### src/rtl/shl_64b_core_if.sv
// shl_64b_core_if: operand/result bundle for shl_64b_core.
// master drives carry_i, shift_i, in_data_i, in_valid_i and receives out_data_o, out_valid_o.
// slave is the shifter side.
// SHL_64B_CORE_OVF_EN adds out_ovf_o, which is set when a 1 is shifted out past bit 63.
interface shl_64b_core_if;
  logic        carry_i;
  logic [5:0]  shift_i;
  logic [63:0] in_data_i;
  logic        in_valid_i;
  logic [63:0] out_data_o;
  logic        out_valid_o;
`ifdef SHL_64B_CORE_OVF_EN
  logic        out_ovf_o;
  modport master (output carry_i, shift_i, in_data_i, in_valid_i, input out_data_o, out_valid_o, out_ovf_o);
  modport slave  (input carry_i, shift_i, in_data_i, in_valid_i, output out_data_o, out_valid_o, out_ovf_o);
`else
  modport master (output carry_i, shift_i, in_data_i, in_valid_i, input out_data_o, out_valid_o);
  modport slave  (input carry_i, shift_i, in_data_i, in_valid_i, output out_data_o, out_valid_o);
`endif
endinterface

### src/rtl/shl_64b_core.sv
// shl_64b_core: 64-bit logical left barrel shifter that fills the vacated LSBs with carry_i.
// Ports: clk_i and rst_i (asynchronous, active-high), plus bus (shl_64b_core_if.slave).
// The bus carries the operand, shift, carry and valid inputs, and the result and valid outputs.
// OUT_REG=1 registers the outputs (latency 1). OUT_REG=0 drives them combinationally, and rst_i is ignored.
// SHL_64B_CORE_OVF_EN adds out_ovf_o, which reports any 1 bit shifted out past bit 63.
module shl_64b_core #(
  parameter bit OUT_REG = 1'b1
) (
  input logic clk_i,
  input logic rst_i,
  shl_64b_core_if.slave bus
);
  logic [63:0] data_d;
  // Six stages. Stage k shifts by 2^k and fills the 2^k vacated bits with carry_i.
  always_comb begin
    data_d = bus.in_data_i;
    for (int k = 0; k < 6; k++)
      data_d = bus.shift_i[k] ? ((data_d << (1 << k)) | ({64{bus.carry_i}} & ((64'd1 << (1 << k)) - 64'd1))) : data_d;
  end
`ifdef SHL_64B_CORE_OVF_EN
  logic        ovf_d;
  logic [63:0] acc;
  // Collect the top 2^k bits that each active stage pushes out of the word.
  always_comb begin
    acc   = bus.in_data_i;
    ovf_d = 1'b0;
    for (int k = 0; k < 6; k++) begin
      ovf_d = ovf_d | (bus.shift_i[k] & (|(acc >> (64 - (1 << k)))));
      acc   = bus.shift_i[k] ? acc << (1 << k) : acc;
    end
  end
`endif
  generate
    if (OUT_REG) begin : g_reg
      logic [63:0] data_q;
      logic        valid_q;
      always_ff @(posedge clk_i or posedge rst_i)
        if (rst_i) begin
          data_q  <= '0;
          valid_q <= 1'b0;
        end else begin
          data_q  <= data_d;
          valid_q <= bus.in_valid_i;
        end
      assign bus.out_data_o  = data_q;
      assign bus.out_valid_o = valid_q;
`ifdef SHL_64B_CORE_OVF_EN
      logic ovf_q;
      always_ff @(posedge clk_i or posedge rst_i)
        if (rst_i) ovf_q <= 1'b0;
        else       ovf_q <= ovf_d;
      assign bus.out_ovf_o = ovf_q;
`endif
    end else begin : g_comb
      logic unused_clk_rst;
      assign unused_clk_rst  = clk_i ^ rst_i;
      assign bus.out_data_o  = data_d;
      assign bus.out_valid_o = bus.in_valid_i;
`ifdef SHL_64B_CORE_OVF_EN
      assign bus.out_ovf_o   = ovf_d;
`endif
    end
  endgenerate
endmodule

### src/flat_wrapper.sv
// flat-port wrapper written by rule: the top's interface ports become plain ports
module shl_64b_core_flat 
#(
  parameter bit OUT_REG = 1'b1
)
  (clk_i, rst_i, bus_carry_i, bus_shift_i, bus_in_data_i, bus_in_valid_i, bus_out_data_o, bus_out_valid_o);
  shl_64b_core_if bus_i ();
  input logic clk_i;
  input logic rst_i;
  input wire logic [$bits(bus_i.carry_i)-1:0] bus_carry_i;
  input wire logic [$bits(bus_i.shift_i)-1:0] bus_shift_i;
  input wire logic [$bits(bus_i.in_data_i)-1:0] bus_in_data_i;
  input wire logic [$bits(bus_i.in_valid_i)-1:0] bus_in_valid_i;
  output wire logic [$bits(bus_i.out_data_o)-1:0] bus_out_data_o;
  output wire logic [$bits(bus_i.out_valid_o)-1:0] bus_out_valid_o;
  assign bus_i.carry_i = bus_carry_i;
  assign bus_i.shift_i = bus_shift_i;
  assign bus_i.in_data_i = bus_in_data_i;
  assign bus_i.in_valid_i = bus_in_valid_i;
  assign bus_out_data_o = bus_i.out_data_o;
  assign bus_out_valid_o = bus_i.out_valid_o;
  shl_64b_core #(.OUT_REG(OUT_REG)) u_core (.clk_i(clk_i), .rst_i(rst_i), .bus(bus_i));
endmodule
### config.mk
export PLATFORM = sky130hd
export DESIGN_NAME = shl_64b_core_flat
export DESIGN_NICKNAME = d
export VERILOG_FILES = /design/src/rtl/shl_64b_core_if.sv /design/src/rtl/shl_64b_core.sv /design/src/flat_wrapper.sv
export SDC_FILE = /design/constraint.sdc
export NUM_CORES = 1
export LEC_CHECK = 0
export ABC_AREA = 1
export CORE_MARGIN = 2
export CORE_UTILIZATION = 25
export CTS_BUF_LIST = sky130_fd_sc_hd__clkbuf_16
export DETAILED_ROUTE_END_ITERATION = 8
export GPL_TIMING_DRIVEN = 0
export PLACE_DENSITY = 0.51
export RECOVER_POWER = 50
export SYNTH_ARGS = -nofsm -noshare
export SYNTH_HDL_FRONTEND = slang
export SYNTH_SLANG_ARGS = --single-unit
### constraint.sdc
create_clock -name clk_i -period 3.2 [get_ports clk_i]
set_input_delay 0.64 -clock clk_i [delete_from_list [all_inputs] [get_ports clk_i]]
set_output_delay 0.64 -clock clk_i [all_outputs]
set_load 0.01 [all_outputs]
==> out/metrics.yaml, run 1 <==
drv_cap: 0
max_slew_margin_pct: 21.2
dp_hpwl_mm: 21.6
dp.cells: 1475
avgSynthCellArea_um2: 5.68
p_leak_nw: 3.88
grt_max_degree: 34
seq_area_frac_synth_pct: 27.9
ant_nets: 0
die_y_um: 157
antenna_found_initial: 0
cts_resized: 0
hold_slack_ns: 0.769
cts_tree: "yes"
cts_buffer_depth: 2
finalHoldViolations: 0
drt-pass1-iter-count: 5
cp.arrival_ns: 2.75
rows: 55
wl_mm: 25.8
io_buffers: 134
drive_above_1_share_pct: 4.41
coreArea_um2: 22800
io_pins: 139
dieArea_um2: 24600
cts-root-buf: "clkbuf_16"
die_w_um: 157
overflow: 0
finalMaxSlewViolations: 0
dp_slack_ns: 0.377
clk_pin_slew_ns: 0.06
cellPowerDensity_nw_per_um2: 393
hold_path_class: "input port to register"
clock-sinks: 65
critPathMaxFanout: 10
wl_per_cell_um: 17.3
synth_area_um2: 5840
startpoint_type: "input port"
grt_pass1_vias: 7337
diodes: 0
fmax_mhz: 393
start_util_pct: 25.6
route.detailed.drc: 0
htreeDepth: 3
final_common_cell: "nand3_1"
dr_total_vias: 7642
cp.required_ns: 3.40
ys_seq_elements: 65
end_kind: "register"
synth_cell_types: 9
worst_pin_slew_ns: 1.18
post_cts_buffers: 0
syn_to_final_growth_pct: 34.8
rsz0062_at_grt: "false"
syn_nets: 1101
setup_slack_ns: 0.653
first_iter_violations: 651
fin_crit_ns: 2.55
grt_use_total_pct: 21.1
layout.nets: 1247
cts_buffers: 9
status: "finished clean"
grt_first_pass_wirelength_mm: 40.3
postCtsHoldBufs: 0
yosys_warnings: 0
final_cell_mix: "nand3_1, nand2_1, clkdlybuf4s50_1"
final_cells: 1491
routed_via_density: 5.13
syn_inst: 1027
gp_congestion: 0.965
setup_violations: 0
vdd_drop_max_v: 0.000222
finalCritPeriodShare_pct: 79.6
crit_type: "input port to register"
[kinds of logic (layout without fill, tap and decap cells)]
| family | Yosys count | count (layout) | share of synthesized area (%) |
|---|---|---|---|
| simple gates | 873 | 873 | 65.5 |
| buf+inv | 89 | 240 | 6.64 |
| flops | 65 | 65 | 27.9 |
[cell usage after synthesis, drive strengths merged]
master  instances  share of area, %
buf            52               4.3
clkbuf         27               1.7
dfrtp          65                28
inv            10              0.64
nand2         436                28
nand3         437                37
[state kept, by name (all words and copies together), names as in the netlist]
register and cells:
u_core.bus.out_data_o 64, u_core.bus.out_valid_o 1
[cell type report]
cell class / count / area [um^2]
well taps: 313 / 392
repair buffers: 135 / 1350
plain buffers: 79 / 350
clock buffers: 9 / 225
inverters: 10 / 37.5
clock inverters: 7 / 68.8
multi-input cells: 873 / 3820
fillers: 2561 / 14900
flip-flops and latches: 65 / 1630
[worst max-delay path, cell delays in order]
cell and delay (ns):
clkdlybuf4s50_1 0.56, clkbuf_1 0.43, clkbuf_1 0.49, nand2_1 0.21, nand3_1 0.15, nand2_1 0.11
nand2_1 0.08, nand2_1 0.08
[through the flow]
stage          utilization, %  area (um^2)  TNS, ns  total power [mW]
2_1_floorplan               -         5840        0              1.61
5_1_grt                  34.6         7870        0              3.27
3_3_place_gp             33.2         7570    -7.71              2.16
6_report                 34.6         7870        0              3.09
4_1_cts                  34.6         7890        0              3.13
3_5_place_dp             33.3         7590        0              2.16
[layer usage]
layer,track usage (%),routed length (um),part of all wire (%),vias to the layer above
met2,34.0,11500,44,290
met1,30.4,12300,48,3581
met4,4.41,439,1.7,0
met5,0,0,0,-
met3,2.30,1570,6.1,35
li1,-,-,-,3736
[power breakdown]
part           switching, mW  internal, mW  leakage, nW
Combinational          0.739         0.455         2.97
Sequential            0.0256         0.913        0.774
Clock                  0.355         0.602        0.145
[path summary, 6_finish.rpt]
kind | from | endpoint | slack (ns) | depth (start not counted)
worst max-delay path | bus_shift_i[3] | u_core.bus.out_data_o[44] | 0.65 | 8
worst min-delay path | bus_shift_i[5] | u_core.bus.out_data_o[48] | 0.77 | 3
max in group asynchronous | rst_i | u_core.bus.out_data_o[54] | 0.77 | 3
min in group asynchronous | rst_i | u_core.bus.out_valid_o | 1.07 | 2
(Power assumes the default switching activity.)
==> run 2: changes to the inputs <==
==> constraint.sdc (replaced) <==
create_clock -name clk_i -period 2.35 [get_ports clk_i]
set_input_delay 0.47 -clock clk_i [delete_from_list [all_inputs] [get_ports clk_i]]
set_output_delay 0.47 -clock clk_i [all_outputs]
set_load 0.01 [all_outputs]
==> run 2 against run 1 <==
Via count is 0.27% lower. Die area unchanged. Sequential cell count stayed put. Sequential share of layout area is 0.056 points lower. Total power increased by 36%. Hold slack got worse by 0.18 ns. Sequential power grew 36%. Clock power grew 36%. Largest power group unchanged.
==> out/metrics.yaml, run 2 (same netlist as run 1, synthesis figures left out) <==
max_slew_margin_pct: 17.3  # -4.0 points
path_delay_family: "buffers and inverters"
coreArea_um2: 22800  # unchanged
dieArea_um2: 24600  # unchanged
grt_pass1_vias: 7337  # unchanged
cts_tree: "yes"
startpoint_type: "input port"
crit_type: "input port to register"
final_cell_mix: "nand3_1, nand2_1, clkdlybuf4s50_1"
die_w_um: 157  # unchanged
grt_max_degree: 34  # unchanged
antenna_found_initial: 0  # unchanged
status: "finished clean"
rows: 55  # unchanged
fillers: 2561  # unchanged
rsz0062_at_grt: "false"
setup_violations: 0  # unchanged
dp_slack_ns: -0.303  # -0.680 ns
postCtsHoldBufs: 0  # unchanged
whs_path_depth: 3  # unchanged
wl_per_cell_um: 17.3  # about the same
grt_first_pass_wirelength_mm: 40.3  # unchanged
wl_mm: 25.8  # about the same
overflow: 0  # unchanged
cts_buffers: 9  # unchanged
crit_chain: "clkdlybuf4s50_1 -> inv_2 -> clkbuf_4 -> buf_4 -> nand2_1 -> nand3_1 -> nand3_1 -> nand3_1 -> nand2_1 -> nand2_1 -> nand3_1 -> nand2_1"
worst_pin_slew_ns: 1.24  # +0.0592 ns
syn_to_final_growth_pct: 35.2
dr_total_vias: 7621  # -0.27%
power.switching_mw: 1.52  # +36%
clock-sinks: 65  # unchanged
cellPowerDensity_nw_per_um2: 534  # +36%
ff_latch_area_um2: 1630  # unchanged
gp_congestion: 0.965  # unchanged
critPathMaxFanout: 10  # unchanged
largest_register_ffs: 64  # unchanged
clk_pin_slew_ns: 0.06  # about the same
fmax_mhz: 459
cts_buffer_depth: 2  # unchanged
crit_cells: 12  # +4
vdd_drop_max_v: 0.000303  # +36%
route.detailed.drc: 0  # unchanged
setup-tns-final_ns: 0  # unchanged
ant_nets: 0  # unchanged
p_leak_nw: 3.90  # +0.38%
p_seq_share_pct: 30.4  # about the same
hold_slack_ns: 0.586  # -0.183 ns
setup_slack_ns: 0.173  # -0.480 ns
routed_via_density: 5.11  # -0.27%
pwr-share-clk_pct: 31.0  # about the same
finalHoldViolations: 0  # unchanged
crit_start: "bus_shift_i[0]"
drv_cap: 0  # unchanged
start_util_pct: 25.6  # unchanged
grt_use_total_pct: 21.1  # unchanged
p_sw_share_pct: 36.2  # -0.054 points
cp_num_buf_inv: 4  # +1
fin_crit_ns: 2.18
die_y_um: 157  # unchanged
io_pins: 139  # unchanged
final_common_cell: "nand3_1"
multiInputGateArea_um2: 3820  # unchanged
power.internal_mw: 2.69  # +36%
dp.cells: 1475  # unchanged
dp_hpwl_mm: 21.6  # unchanged
end_kind: "register"
cp.arrival_ns: 2.38  # -0.37 ns
htreeDepth: 3  # unchanged
hold_path_class: "input port to register"
finalMaxSlewViolations: 0  # unchanged
final_cells: 1491  # unchanged
diodes: 0  # unchanged
first_iter_violations: 632  # -2.9%
drt-pass1-iter-count: 5  # unchanged
cts-root-buf: "clkbuf_16"
cpMaxStageDelayCell: "clkdlybuf4s50_1"
endpoint: "u_core.bus.out_data_o[45]"
layout.nets: 1247  # unchanged
p_comb_share_pct: 38.7  # about the same
finalCritPeriodShare_pct: 92.6
drive_above_1_share_pct: 4.67  # +0.25 points
cpPeakStageDelay_ns: 0.52  # -0.04 ns
io_buffers: 134  # unchanged
cp.required_ns: 2.55  # -0.85 ns
run 2: cell counts in the layout (fill, tap and decap cells not counted):
No cell type changed its count.
run 2: worst min path at each step:
stage | startpoint | to | slack, ns
floorplan | bus_in_valid_i | u_core.bus.out_valid_o | 0.50
global placement | bus_in_valid_i | u_core.bus.out_valid_o | 0.92
detailed placement | bus_in_valid_i | u_core.bus.out_valid_o | 0.92
CTS | bus_in_valid_i | u_core.bus.out_valid_o | 0.58
global route | bus_shift_i[5] | u_core.bus.out_data_o[48] | 0.58
finish | bus_shift_i[5] | u_core.bus.out_data_o[48] | 0.59
run 2: metal layers:
layer | wire (um) | part of all wire [%] | vias up | global-route usage, %
li1 | - | - | 3738 | -
met1 | 12300 | 48 | 3571 | 30.4
met2 | 11500 | 45 | 279 | 34.0
met3 | 1520 | 5.9 | 33 | 2.30
met4 | 437 | 1.7 | 0 | 4.41
met5 | 0 | 0 | - | 0
run 2: stage by stage:
step	instance area [um^2]	power (mW)	util, %
after CTS	7890	4.26	34.6
after global routing	7890	4.45	34.6
after global placement	7570	2.94	33.2
after floorplan	5840	2.19	-
after detailed placement	7590	2.94	33.3
final	7890	4.21	34.6
run 2: area by class of cell:
cell class / count / area share, %
plain buffers: 79 / 4.52
clock buffers: 9 / 2.85
clock inverters: 7 / 0.872
inverters: 10 / 0.476
multi-input cells: 873 / 48.5
flip-flops and latches: 65 / 20.6
well taps: 313 / 4.96
repair buffers: 135 / 17.3
run 2: timing repair:
item / in CTS / in global routing
setup buffers: 0 / 0
endpoints found under the setup margin: 0 / 25
resized for setup: 0 / 7
run 2: power by group through the flow:
stage	Combinational, mW	Sequential [mW]	Clock [mW]
global route	1.79	1.29	1.37
floorplan	0.821	1.37	0
detailed placement	1.63	1.31	0
finish	1.63	1.28	1.30
CTS	1.64	1.29	1.33
global placement	1.63	1.30	0
run 2: worst min-delay path: stages:
cell      delay [ns]
clkbuf_1        0.18
nand3_1         0.14
nand2_1         0.07
==> run 3: changes to the inputs <==
--- a/config.mk
+++ b/config.mk
@@ -13,6 +13,7 @@
 export GPL_TIMING_DRIVEN = 0
 export PLACE_DENSITY = 0.51
 export RECOVER_POWER = 50
+export SETUP_SLACK_MARGIN = 0.5
 export SYNTH_ARGS = -nofsm -noshare
 export SYNTH_HDL_FRONTEND = slang
 export SYNTH_SLANG_ARGS = --single-unit
==> run 3 against run 2 <==
Die area unchanged. Sequential power about the same. Critical path depth decreased by 1. Maximum frequency increased by 19%. Largest cell class unchanged. Worst setup slack improved by 0.34 ns. Critical path type unchanged. Wire length increased by 0.92%. Highest routed layer unchanged. Largest power group unchanged. Sequential cell count unchanged. Sequential share of layout area decreased by 0.46 points.
==> out/metrics.yaml, run 3 (same netlist as run 1, synthesis figures left out) <==
ant_nets: 0  # unchanged
die_y_um: 157  # unchanged
final_cell_mix: "nand2_1, nand3_1, clkdlybuf4s50_1"
start_util_pct: 25.6  # unchanged
clk_pin_slew_ns: 0.06  # about the same
dieArea_um2: 24600  # unchanged
die_w_um: 157  # unchanged
setup_violations: 0  # unchanged
setup_slack_ns: 0.514  # +0.341 ns
gp_congestion: 0.954  # -1.1%
cellPowerDensity_nw_per_um2: 527  # -1.2%
finalCritPeriodShare_pct: 78.1  # -14 points
drt-pass1-iter-count: 5  # unchanged
vdd_drop_max_v: 0.000365  # +20%
fillers: 2545  # -0.62%
cts_buffer_depth: 2  # unchanged
dp_slack_ns: -0.325  # -0.0222 ns
finalHoldViolations: 0  # unchanged
cts_tree: "yes"
drive_above_1_share_pct: 8.49  # +3.8 points
route.detailed.drc: 0  # unchanged
drv_cap: 0  # unchanged
cp.arrival_ns: 2.03  # -0.35 ns
grt_max_degree: 41  # +21%
grt_use_total_pct: 21.2  # +0.091 points
dp_hpwl_mm: 21.6  # about the same
max_slew_margin_pct: 16.1  # -1.2 points
dr_total_vias: 7607  # -0.18%
rsz0062_at_grt: "false"
diodes: 0  # unchanged
ff_latch_area_um2: 1630  # unchanged
cp.required_ns: 2.54  # about the same
largest_register_ffs: 64  # unchanged
syn_to_final_growth_pct: 38.3
overflow: 0  # unchanged
rows: 55  # unchanged
hold_path_class: "input port to register"
coreArea_um2: 22800  # unchanged
finalMaxSlewViolations: 0  # unchanged
p_leak_nw: 4.00  # +2.7%
io_pins: 139  # unchanged
critPathMaxFanout: 3  # -7
end_kind: "register"
routed_via_density: 5.10  # -0.18%
hold_slack_ns: 0.577  # -0.00866 ns
clock-sinks: 65  # unchanged
antenna_found_initial: 0  # unchanged
first_iter_violations: 653  # +3.3%
cts_buffers: 9  # unchanged
whs_path_depth: 3  # unchanged
worst_pin_slew_ns: 1.25  # +0.0122 ns
wl_per_cell_um: 17.5  # +0.92%
multiInputGateArea_um2: 3940  # +3.1%
fin_crit_ns: 1.84  # -0.341 ns
cts-root-buf: "clkbuf_16"
htreeDepth: 3  # unchanged
wl_mm: 26.0  # +0.92%
power_mw: 4.25  # +1.0%
grt_first_pass_wirelength_mm: 40.1  # -0.60%
fmax_mhz: 545  # +19%
grt_pass1_vias: 7330  # -0.095%
io_buffers: 134  # unchanged
startpoint_type: "input port"
final_common_cell: "nand2_1"
status: "finished clean"
crit_type: "input port to register"
layout.nets: 1247  # unchanged
==> run 3: where the power goes <==
| part | total (mW) | switching, mW | internal [mW] |
|---|---|---|---|
| sequential | 1.28 | 0.0364 | 1.24 |
| combinational | 1.67 | 1.02 | 0.643 |
| clock | 1.31 | 0.487 | 0.820 |
| total | 4.25 | 1.55 | 2.71 |
==> run 3: metrics by stage <==
stage	instance area, um^2	setup TNS [ns]	instances	util (%)
after floorplan	5840	0	1027	-
after global placement	7570	-9.09	1474	33.3
after detailed placement	7590	-9.01	1475	33.3
after CTS	7980	0	1491	35.0
after global routing	8070	0	1491	35.4
final	8070	0	1491	35.4
==> run 3: cell type report <==
| type | count | area share (%) |
|---|---|---|
| multi-input cells | 873 | 48.8 |
| inverters | 10 | 0.574 |
| flip-flops and latches | 65 | 20.2 |
| well taps | 313 | 4.85 |
| repair buffers | 135 | 16.9 |
| clock buffers | 9 | 2.79 |
| clock inverters | 7 | 0.868 |
| plain buffers | 79 | 5.07 |
==> run 3: path summary, 6_finish.rpt <==
path | from | slack [ns] | end
setup / recovery | bus_in_data_i[0] | 0.51 | u_core.bus.out_data_o[44]
min in group asynchronous | rst_i | 0.86 | u_core.bus.out_data_o[6]
hold / removal | bus_shift_i[5] | 0.58 | u_core.bus.out_data_o[49]
max in group asynchronous | rst_i | 0.77 | u_core.bus.out_data_o[57]
==> run 3: timing repair <==
item	4_1_cts	5_1_grt
hold buffers	0	0
setup endpoints to repair	64	64
resized for setup	33	37
pin swaps	1	0
setup buffers	0	0
==> run 3: critical path: stages <==
cell and delay (ns):
dlygate4sd3_1 0.58, inv_1 0.09, nand2_1 0.05, nand3_1 0.09
nand3_1 0.11, nand2_1 0.17, nand2_1 0.10, nand3_1 0.11
nand2_1 0.09, nand2_1 0.08, nand2_1 0.09
==> run 3: routing by layer <==
metal,share of wire [%],track usage (%),wire [um],vias to the layer above
met2,45,34.3,11800,308
li1,-,-,-,3742
met1,47,30.3,12100,3531
met3,6.4,2.35,1670,26
met4,1.5,4.54,393,0
met5,0,0,0,-
